## src/rtl/idft_frame_ctrl_if.sv

```systemverilog
// Host-side bus of the IDFT frame sequencer: frame start, input-buffer
// write port, output-buffer read port and status flags.
// The host drives the master modport; idft_frame_ctrl uses the slave modport.
interface idft_frame_ctrl_if #(
  parameter int AW = 3
);
  logic          start;
  logic          in_we;
  logic [AW-1:0] in_addr;
  logic [63:0]   in_data;
  logic [AW-1:0] out_addr;
  logic [63:0]   out_data;
  logic          busy;
  logic          done;
  logic          error;

  modport master (
    output start, in_we, in_addr, in_data, out_addr,
    input  out_data, busy, done, error
  );

  modport slave (
    input  start, in_we, in_addr, in_data, out_addr,
    output out_data, busy, done, error
  );
endinterface

```

## src/rtl/idft_frame_ctrl.sv

```systemverilog
// Frame sequencer for the streaming 4-sample/cycle IDFT core.
// The sequencer holds one input frame, pulses the core start, streams
// BEATS beats, waits for the core output-start pulse and captures the
// result frame into an output buffer that the host reads.
// A frame only starts while the LLKI key is loaded.
// Optional feature macro: IDFT_CTRL_PERF_EN adds the lat_cyc output, which
// holds the core latency (core_next to core_next_out) of the last frame.
module idft_frame_ctrl #(
  parameter int N_POINTS    = 32,
  parameter int TIMEOUT_CYC = 1024,
  parameter int AW          = 3
) (
  input  logic          clk,
  input  logic          rst_n,
  input  logic          key_loaded,
  idft_frame_ctrl_if.slave host,
  output logic          core_next,
  output logic [63:0]   core_x,
  input  logic          core_next_out,
  input  logic [63:0]   core_y
`ifdef IDFT_CTRL_PERF_EN
  ,
  output logic [15:0]   lat_cyc
`endif
);

  localparam int BEATS = N_POINTS / 4;
  localparam int TW    = $clog2(TIMEOUT_CYC + 1);

  localparam logic [AW-1:0] LAST_BEAT = AW'(BEATS - 1);
  localparam logic [TW-1:0] TMO_LAST  = TW'(TIMEOUT_CYC - 1);

  typedef enum logic [2:0] {
    S_IDLE,
    S_ARM,
    S_STREAM,
    S_WAIT_OUT,
    S_CAPTURE,
    S_DONE,
    S_ERR
  } state_t;

  state_t        state;
  state_t        state_nxt;

  logic [63:0]   in_buf  [BEATS];
  logic [63:0]   out_buf [BEATS];

  logic [AW-1:0] beat;
  logic [AW-1:0] cap;
  logic          cap_run;
  logic [TW-1:0] tmo;
  logic [63:0]   out_q;

  logic          quiet;
  logic          go;
  logic          cap_start;

  // States in which the host owns the input buffer and may launch a frame.
  assign quiet = (state == S_IDLE) || (state == S_DONE) || (state == S_ERR);
  assign go    = host.start && key_loaded;

  // Capture locks onto the first output-start pulse seen once the core
  // has been started, even if the core answers before streaming ends.
  assign cap_start = core_next_out && !cap_run &&
                     ((state == S_STREAM) || (state == S_WAIT_OUT));

  // State register.
  // NOTE: clocked state uses non-blocking (<=) so every flop samples the
  // pre-edge values and ordering between always_ff blocks cannot matter.
  always_ff @(posedge clk or negedge rst_n) begin
    if (!rst_n) begin
      state <= S_IDLE;
    end else begin
      state <= state_nxt;
    end
  end

  // Next-state decode.
  // NOTE: state_nxt gets a default before the case so no path leaves it
  // unassigned, which would otherwise infer a latch.
  always_comb begin
    state_nxt = state;
    unique case (state)
      S_IDLE, S_DONE, S_ERR: begin
        if (go) begin
          state_nxt = S_ARM;
        end else if (host.start && (state != S_ERR)) begin
          // An un-keyed start is reported, never run.
          state_nxt = S_ERR;
        end
      end
      S_ARM: begin
        state_nxt = S_STREAM;
      end
      S_STREAM: begin
        if (beat == LAST_BEAT) begin
          state_nxt = (cap_run || cap_start) ? S_CAPTURE : S_WAIT_OUT;
        end
      end
      S_WAIT_OUT: begin
        if (core_next_out) begin
          state_nxt = S_CAPTURE;
        end else if (tmo == TMO_LAST) begin
          state_nxt = S_ERR;
        end
      end
      S_CAPTURE: begin
        if (!cap_run || (cap == LAST_BEAT)) begin
          state_nxt = S_DONE;
        end
      end
      default: begin
        state_nxt = S_IDLE;
      end
    endcase
  end

  // Stream beat counter and WAIT_OUT timeout counter.
  always_ff @(posedge clk or negedge rst_n) begin
    if (!rst_n) begin
      beat <= '0;
      tmo  <= '0;
    end else begin
      if (state == S_ARM) begin
        beat <= '0;
      end else if (state == S_STREAM) begin
        beat <= beat + AW'(1);
      end
      if (state == S_WAIT_OUT) begin
        tmo <= tmo + TW'(1);
      end else begin
        tmo <= '0;
      end
    end
  end

  // Capture counter, run independently of the stream counter so that an
  // early core answer overlaps streaming.
  always_ff @(posedge clk or negedge rst_n) begin
    if (!rst_n) begin
      cap     <= '0;
      cap_run <= 1'b0;
    end else if (cap_start) begin
      cap     <= '0;
      cap_run <= 1'b1;
    end else if (cap_run) begin
      cap <= cap + AW'(1);
      if (cap == LAST_BEAT) begin
        cap_run <= 1'b0;
      end
    end
  end

  // Input buffer write port; frozen while a frame is in flight.
  // NOTE: the frame buffers carry no reset: their contents are undefined
  // after reset and clearing them would only add reset fan-out.
  always_ff @(posedge clk) begin
    if (host.in_we && quiet) begin
      in_buf[host.in_addr] <= host.in_data;
    end
  end

  // Output buffer write port, one core beat per capture cycle.
  always_ff @(posedge clk) begin
    if (cap_run) begin
      out_buf[cap] <= core_y;
    end
  end

  // Registered host read of the output buffer (old data until overwritten).
  always_ff @(posedge clk or negedge rst_n) begin
    if (!rst_n) begin
      out_q <= '0;
    end else begin
      out_q <= out_buf[host.out_addr];
    end
  end

`ifdef IDFT_CTRL_PERF_EN
  logic [15:0] lat_cnt;
  logic [15:0] lat_q;

  // Core latency: cycles from the core_next pulse to core_next_out,
  // saturating; latched when capture begins.
  always_ff @(posedge clk or negedge rst_n) begin
    if (!rst_n) begin
      lat_cnt <= '0;
      lat_q   <= '0;
    end else begin
      if (state == S_ARM) begin
        lat_cnt <= 16'd1;
      end else if (((state == S_STREAM) || (state == S_WAIT_OUT)) &&
                   (lat_cnt != 16'hFFFF)) begin
        lat_cnt <= lat_cnt + 16'd1;
      end
      if (cap_start) begin
        lat_q <= lat_cnt;
      end
    end
  end

  assign lat_cyc = lat_q;
`endif

  assign core_next     = (state == S_ARM);
  assign core_x        = (state == S_STREAM) ? in_buf[beat] : '0;
  assign host.busy     = !quiet;
  assign host.done     = (state == S_DONE);
  assign host.error    = (state == S_ERR);
  assign host.out_data = out_q;

endmodule
```

## src/flat_wrapper.sv

```systemverilog
// flat-port wrapper written by rule: the top's interface ports become plain ports
module idft_frame_ctrl_flat 
#(
  parameter int N_POINTS    = 32,
  parameter int TIMEOUT_CYC = 1024,
  parameter int AW          = 3
)
  (clk, rst_n, key_loaded, core_next, core_x, core_next_out, core_y, host_start, host_in_we, host_in_addr, host_in_data, host_out_addr, host_out_data, host_busy, host_done, host_error);
  idft_frame_ctrl_if #(.AW(AW)) host_i ();
  input  logic clk;
  input  logic rst_n;
  input  logic key_loaded;
  output logic core_next;
  output logic [63:0] core_x;
  input  logic core_next_out;
  input  logic [63:0] core_y;
  input wire logic [$bits(host_i.start)-1:0] host_start;
  input wire logic [$bits(host_i.in_we)-1:0] host_in_we;
  input wire logic [$bits(host_i.in_addr)-1:0] host_in_addr;
  input wire logic [$bits(host_i.in_data)-1:0] host_in_data;
  input wire logic [$bits(host_i.out_addr)-1:0] host_out_addr;
  output wire logic [$bits(host_i.out_data)-1:0] host_out_data;
  output wire logic [$bits(host_i.busy)-1:0] host_busy;
  output wire logic [$bits(host_i.done)-1:0] host_done;
  output wire logic [$bits(host_i.error)-1:0] host_error;
  assign host_i.start = host_start;
  assign host_i.in_we = host_in_we;
  assign host_i.in_addr = host_in_addr;
  assign host_i.in_data = host_in_data;
  assign host_i.out_addr = host_out_addr;
  assign host_out_data = host_i.out_data;
  assign host_busy = host_i.busy;
  assign host_done = host_i.done;
  assign host_error = host_i.error;
  idft_frame_ctrl #(.N_POINTS(N_POINTS), .TIMEOUT_CYC(TIMEOUT_CYC), .AW(AW)) u_core (.clk(clk), .rst_n(rst_n), .key_loaded(key_loaded), .host(host_i), .core_next(core_next), .core_x(core_x), .core_next_out(core_next_out), .core_y(core_y));
endmodule
```

## config.mk

```make
export PLATFORM = sky130hd
export DESIGN_NAME = idft_frame_ctrl_flat
export DESIGN_NICKNAME = d
export VERILOG_FILES = /design/src/rtl/idft_frame_ctrl_if.sv /design/src/rtl/idft_frame_ctrl.sv /design/src/flat_wrapper.sv
export SDC_FILE = /design/constraint.sdc
export NUM_CORES = 1
export LEC_CHECK = 0
export BUFFER_PORTS_ARGS = -buffer_cell sky130_fd_sc_hd__buf_4
export CORE_ASPECT_RATIO = 0.9
export CORE_MARGIN = 8
export CORE_UTILIZATION = 55
export CTS_CLUSTER_SIZE = 16
export DETAILED_ROUTE_END_ITERATION = 6
export PLACE_DENSITY = 0.73
export SYNTH_ARGS = -nofsm -noshare
export SYNTH_HDL_FRONTEND = slang
export SYNTH_SLANG_ARGS = --single-unit
export TNS_END_PERCENT = 30
```

## constraint.sdc

```tcl
create_clock -name clk -period 16.8 [get_ports clk]
set_clock_uncertainty 0.2 [all_clocks]
set_input_delay 0.84 -clock clk [delete_from_list [all_inputs] [get_ports clk]]
set_output_delay 0.84 -clock clk [all_outputs]
set_load 0.1 [all_outputs]
```

==> impl_metrics.csv, run 1 <==
group,metric,value,unit
run_status,outcome,"finished clean",
sta,min_period,5560,ps
placed_design,dp.cells,2949,
critical_path,timing.critical_path.arrival,4520,ps
finish,drive_above_1_share,0.366,
yosys,avgSynthCellArea,23.5,um2
clock_tree,hold_buffers,0,
critical_path,element_type_at_the_critical_path_start,"flip-flop",
floorplan,die_area,84400,um2
route,drt-initial-drc-count,1577,
placed_design,hpwl,45.3,mm
sta,accumulated_negative_setup_slack,0,ps
clock_tree,cts-buffers-inserted,105,
clock_tree,post_cts.resized_instances,0,
critical_path,critical_path.reg2reg.startpoint,"u_core.state[1]",
global_route,grt_antenna_before_repair,12,
clock_tree,clock_tree.root_cell,"sky130_fd_sc_hd__clkbuf_16",
sta,hold_slack,8.98,ps
sta,setup_repair_after_global_routing_missed_its_margin,"no",
route,route.detailed.drc,0,
floorplan,floorplan.core_area,74600,um2
finish,final_cell_area,48100,um2
clock_tree,worst_setup_hold_path_clk_slew,60,ps
yosys,count_of_different_cell_masters_after_synthesis,40,
critical_path,crit_chain,"buf_4 > buf_4 > mux4_2 > mux2i_1 > nor2_1 > buf_4",
run,drv_cap,0,
global_route,grt_pass1_wl,125,mm
sta,max-slew-margin-rel,0.269,
placed_design,placed_cell_area,44600,um2
placed_design,port-buffer-count,271,
power,cellInternalPower,5330,uW
finish,nNetsFinal,2231,
yosys,yosys_warnings,0,
critical_path,timing.critical_path.fanout_max,49,
yosys,synthesis.instances,1762,
yosys,syn-num-nets,1907,
yosys,synth.cell_area,41500,um2
global_route,globalRouteOverflowTotal,0,
power,worst_ir_drop_vdd,0.116,mV
global_route,vias_in_the_first_global_route,19873,
route,wl_per_cell,26.4,um
floorplan,floorplan.die.height,276,um
floorplan,ios,272,
floorplan,dieWidth,305,um
yosys,synth_ff_type,"sky130_fd_sc_hd__edfxtp_1",
clock_tree,postCtsSetupRepairBufs,0,
clock_tree,tritoncts,"yes",
route,route.final.wire_length,83.3,mm
yosys,yosys.cell_count.top_type,"sky130_fd_sc_hd__edfxtp_1",
finish,area_growth_syn_to_layout,16.0,%
critical_path,critical_path.n_buffers_inverters,3,
route,ant_nets,0,
yosys,synth_area_leaders,"sky130_fd_sc_hd__edfxtp_1 74%, sky130_fd_sc_hd__mux4_2 14%, sky130_fd_sc_hd__dfrtp_1 5.1%",
clock_tree,ctsHtreeMaxLevel,3,
clock_tree,clockBufferDepth,3,
power,power.switching_fraction,0.312,
route,route.vias.total,18661,
critical_path,critPathLaunch,"u_core.beat[0]",
critical_path,worst_path_max_delay_cell,"sky130_fd_sc_hd__dfrtp_4",
yosys,yosysSeqAreaShare,0.793,
sta,final_hold_viol_count,0,
critical_path,setup.worst_path.end_class,"output pin",
yosys,netlist.area_leader.share,0.742,
yosys,ys_async_sr_fraction,0.0766,
sta,tightest_slew,1100,ps
yosys,synth_enable_flop_cells,1024,
global_route,grt_max_degree,78,
route,drt_pre_antenna_iters,7,
power,share_comb_of_total_power,0.240,
placed_design,pre_cts_ws,11730,ps
critical_path,crit_required,15760,ps
global_route,grt_use_total,0.196,
sta,timing.final.crit_share,0.331,
power,power_per_cell_area,161,nW/um2
sta,timing.final.max_slew_violations,0,
critical_path,worst-setup-path-type,"flip-flop to output pin",
floorplan,placementRows,95,
power,power.clock.fraction,0.305,
sta,max_clock_freq,180,MHz
critical_path,worst_path_largest_cell_delay,870,ps
floorplan,floorplan.initialDensity,0.556,
critical_path,critical_path.most_common_cell,"sky130_fd_sc_hd__buf_4",
sta,setup_slack_after_layout,11240,ps
power,relative_contribution_of_sequential_cells_to_total_power,0.455,
critical_path,largest_delay_contributor_family_on_the_critical_path,"buffers and inverters",
power,p_switching,2420,uW
yosys,synth_area_leader_cell,"sky130_fd_sc_hd__edfxtp_1",
clock_tree,cts_num_sinks,1109,
power,power.static_leakage,0.0159,uW
min_path,holdCritPathClass,"input pin to asynchronous set/reset pin",
route,viasPerCell,5.92,
yosys,synthTopCellsByCount,"1024 x sky130_fd_sc_hd__edfxtp_1, 256 x sky130_fd_sc_hd__mux4_2, 92 x sky130_fd_sc_hd__nor2_1",
clock_tree,clock_network_latency_to_the_later_pin_of_the_worst_skew_pair,660,ps
sta,setup_viol_count_final,0,
placed_design,gpl_congestion,0.716,
finish,layoutNonFillerInstCount,3154,
yosys,flop_and_latch_count_out_of_synthesis,1109,
cell type report:
cell class              count  area (um2)
inverters                   3        11.3
clock buffers             147        2940
diodes                      9        22.5
flip-flops and latches   1109       32900
fillers                  4883       26500
repair buffers            301        2270
clock inverters            49         597
well taps                 970        1210
multi-input cells         566        8180
per-layer routing:
layer | up-vias | wire (um) | track usage
met4 | 8 | 1690 | 0.0579
met1 | 10042 | 34600 | 0.266
met2 | 494 | 42700 | 0.325
li1 | 7987 | - | -
met3 | 130 | 4240 | 0.0371
met5 | - | 55 | 0
power groups by stage:
stage	clock network [uW]	registers, uW	logic (uW)
2_1_floorplan	0	3730	1260
5_1_grt	2510	3560	1960
4_1_cts	2410	3530	1900
6_report	2360	3530	1860
3_3_place_gp	0	3570	1870
3_5_place_dp	0	3590	1890
final timing paths:
| kind | endpoint | slack [ps] | cells past startpoint |
|---|---|---|---|
| setup / recovery | core_x[60] | 11240 | 6 |
| hold / removal | u_core.host.out_data[11] | 9 | 1 |
| setup reg to reg | u_core.in_buf[5][12] | 13010 | 6 |
| hold reg to reg | u_core.tmo[0] | 280 | 1 |
| max in group asynchronous | u_core.host.out_data[19] | 15110 | 2 |
| min in group clk | u_core.out_buf[0][52] | 200 | 1 |
state kept, by name, indices dropped and copies added (netlist names):
register / cells
u_core.state: 3
u_core.out_buf: 512
u_core.host.out_data: 64
u_core.tmo: 11
u_core.cap_run: 1
u_core.beat: 3
u_core.cap: 3
u_core.in_buf: 512
cell families (layout without fill, tap and decap cells):
group,after synthesis,after routing,synth area share
buffers and inverters,87,500,0.0126
adders and majority gates,5,5,0.00151
and+or+nand+nor,143,143,0.0147
AOI/OAI and AO/OA,23,23,0.00404
DFF,1109,1109,0.793
xor gates and xnor gates,9,9,0.00190
other,0,9,0
muxes,386,386,0.172
per-stage QoR:
stage / util / power [uW]
floorplan: - / 4990
global placement: 0.597 / 5440
detailed placement: 0.597 / 5480
CTS: 0.644 / 7840
global route: 0.644 / 8030
finish: 0.645 / 7750
layout by cell type (no fill, tap or decap), drive strengths merged, types with 5 or more instances in the layout:
cell    count
clkinv     33
nor2       92
dfrtp      85
bufinv      9
nand2b      6
xnor2       5
mux2i      66
edfxtp   1024
nor3        9
o21ai       5
clkbuf    148
mux4      256
nand3       8
buf       300
diode       9
inv         6
mux2       64
nand2      15
ha          5
No activity file was read; power rests on OpenSTA's default activity.
==> run 2, diff against run 1 <==
- CORE_UTILIZATION: 55 -> 54
- PLACE_DENSITY: 0.73 -> 0.75
- clock period: 16.8 -> 4.9 ns (I/O delays scaled with it)
==> run 2 against run 1 <==
  * First-iteration DRC count increased by 2.5%
  * Register-to-register slack got worse by 11000 ps
  * Critical endpoint is now core_x[54]
  * Critical path type unchanged
  * Count of clock-buffer cells in the layout decreased by 15
==> impl_metrics.csv, run 2 (synthesized netlist as in run 1, its figures left out) <==
group,metric,value,unit
route,ant_nets,0,
sta,max-slew-margin-rel,0.196,
global_route,grt_pass1_wl,132,mm
critical_path,critical_path.reg2reg.startpoint,"u_core.beat[1]",
floorplan,placementRows,96,
sta,setup_viol_count_final,0,
power,relative_contribution_of_sequential_cells_to_total_power,0.451,
clock_tree,clock_network_latency_to_the_later_pin_of_the_worst_skew_pair,680,ps
power,p_switching,8500,uW
power,power_per_cell_area,542,nW/um2
clock_tree,tritoncts,"yes",
run,drv_cap,0,
sta,min_period,3730,ps
floorplan,floorplan.die.height,279,um
critical_path,setup.reg_to_reg.worst_slack,1550,ps
route,viasPerCell,5.82,
clock_tree,ctsHtreeMaxLevel,3,
critical_path,worst_path_largest_cell_delay,960,ps
sta,final_hold_viol_count,0,
critical_path,worst_reg_to_reg_cells,7,
power,power.clock.fraction,0.303,
critical_path,timing.critical_path.fanout_max,42,
floorplan,floorplan.core_area,76200,um2
critical_path,crit_chain,"buf_4 > mux4_2 > mux2i_1 > nor2_1 > buf_4",
floorplan,die_area,85900,um2
clock_tree,post_cts.resized_instances,0,
sta,max_clock_freq,268,MHz
global_route,grt_use_total,0.203,
power,cellInternalPower,18400,uW
min_path,holdCritPathClass,"input pin to flip-flop",
critical_path,crit_required,4450,ps
route,wl_per_cell,26.2,um
route,drt_pre_antenna_iters,6,
clock_tree,cts_num_sinks,1109,
global_route,grt_max_degree,129,
power,power.switching_fraction,0.316,
power,worst_ir_drop_vdd,0.408,mV
route,route.vias.total,19524,
critical_path,critical_path.endpoint,"core_x[54]",
finish,final_common_cell,"sky130_fd_sc_hd__edfxtp_1",
floorplan,ios,272,
finish,area_growth_syn_to_layout,19.9,%
power,power.static_leakage,0.0165,uW
clock_tree,worst_setup_hold_path_clk_slew,70,ps
sta,timing.final.max_slew_violations,0,
finish,nFillCells,4854,
placed_design,port-buffer-count,271,
critical_path,critical_path.most_common_cell,"sky130_fd_sc_hd__buf_4",
floorplan,dieWidth,308,um
route,drt-initial-drc-count,1617,
power,total_power,26900,uW
global_route,globalRouteOverflowTotal,0,
sta,tightest_slew,1210,ps
power,share_comb_of_total_power,0.247,
critical_path,timing.critical_path.arrival,3290,ps
critical_path,setup.worst_path.end_class,"output pin",
placed_design,hpwl,48.1,mm
placed_design,gpl_congestion,0.754,
critical_path,worst_path_max_delay_cell,"sky130_fd_sc_hd__dfrtp_4",
run_status,outcome,"finished clean",
global_route,vias_in_the_first_global_route,21207,
global_route,grt_antenna_before_repair,9,
finish,drive_above_1_share,0.351,
critical_path,timing.rr.end,"u_core.state[1]",
clock_tree,cts-buffers-inserted,105,
finish,nNetsFinal,2376,
critical_path,worst-setup-path-type,"flip-flop to output pin",
route,route.detailed.drc,0,
finish,utilization,0.653,
clock_tree,clock_tree.root_cell,"sky130_fd_sc_hd__clkbuf_16",
critical_path,critPathLaunch,"u_core.beat[0]",
critical_path,element_type_at_the_critical_path_start,"flip-flop",
clock_tree,clockBufferDepth,3,
sta,setup_repair_after_global_routing_missed_its_margin,"no",
sta,timing.final.crit_share,0.761,
floorplan,floorplan.initialDensity,0.545,
route,route.final.wire_length,87.7,mm
finish,layout_common_cells,"1024 x sky130_fd_sc_hd__edfxtp_1, 303 x sky130_fd_sc_hd__buf_4, 256 x sky130_fd_sc_hd__mux4_2, 135 x sky130_fd_sc_hd__dlygate4sd3_1, 105 x sky130_fd_sc_hd__clkbuf_16",
run 2: changes by cell type in the layout (fill, tap and decap cells not counted), moves of 2 or more:
cell	delta
sky130_fd_sc_hd__dlygate4sd3_1	+135
sky130_fd_sc_hd__clkinvlp_4	-2
sky130_fd_sc_hd__clkbuf_1	-6
sky130_fd_sc_hd__clkbuf_8	-9
sky130_fd_sc_hd__buf_4	+3
sky130_fd_sc_hd__buf_12	+7
sky130_fd_sc_hd__clkinv_1	-3
sky130_fd_sc_hd__nor3_4	+3
sky130_fd_sc_hd__clkinv_2	+11
sky130_fd_sc_hd__nor3_2	-3
sky130_fd_sc_hd__bufinv_16	+3
run 2: stage by stage:
stage                     cell area, um2  std cells  hold WS, ps  worst slack, ps  TNS, ps
after global routing               49700       3349         38.9              909        0
after floorplan                    41500       1762         -251             -957   -61250
final                              49700       3353         53.1             1170        0
after detailed placement           44800       3018          247             1630        0
after CTS                          49700       3345         23.3             1050        0
after global placement             44800       3018          248             1770        0
run 2: power by group through the flow:
stage	sequential, uW	clock, uW	combinational (uW)
floorplan	12800	0	4330
detailed placement	12300	0	6560
global placement	12200	0	6480
CTS	12100	8290	6720
finish	12100	8150	6640
global route	12200	8650	6960
run 2: cell type report:
class,instances,area [um2],share of cell area
Sequential cell,1109,32900,0.661
Multi-Input combinational cell,566,8200,0.165
Timing Repair Buffer,446,3780,0.0760
Clock buffer,132,2790,0.0561
Tap cell,1029,1290,0.0259
Clock inverter,60,743,0.0149
Antenna cell,8,20.0,0.000403
Inverter,3,11.3,0.000226
run 2: worst min path at each step:
stage	slack (ps)	to	cells past startpoint	from
2_1_floorplan	-250	u_core.beat[0]	0	rst_n
3_3_place_gp	250	u_core.host.out_data[15]	1	rst_n
3_5_place_dp	250	u_core.host.out_data[15]	1	rst_n
4_1_cts	20	u_core.in_buf[4][9]	3	host_in_addr[2]
5_1_grt	40	u_core.in_buf[7][6]	3	host_in_addr[2]
6_report	50	u_core.in_buf[7][6]	3	host_in_addr[2]
run 2: layer usage:
layer  wire length [um]  up-vias  global-route usage
met5                 13        -                   0
met4               1830        2              0.0505
met3               5220      131              0.0386
met2              45700      644               0.348
met1              35000    10456               0.271
li1                   -     8291                   -
run 2: repair_timing:
item                      in CTS  in global routing
hold endpoints to repair    1117                  0
setup buffers                  0                  0
hold buffers                 135                  0
run 2: critical path: cells and delay by family (launching register included):
kind / cells / cell delay [ps]
simple gates: 1 / 90
mux: 2 / 790
flops: 1 / 960
buf+inv: 2 / 770
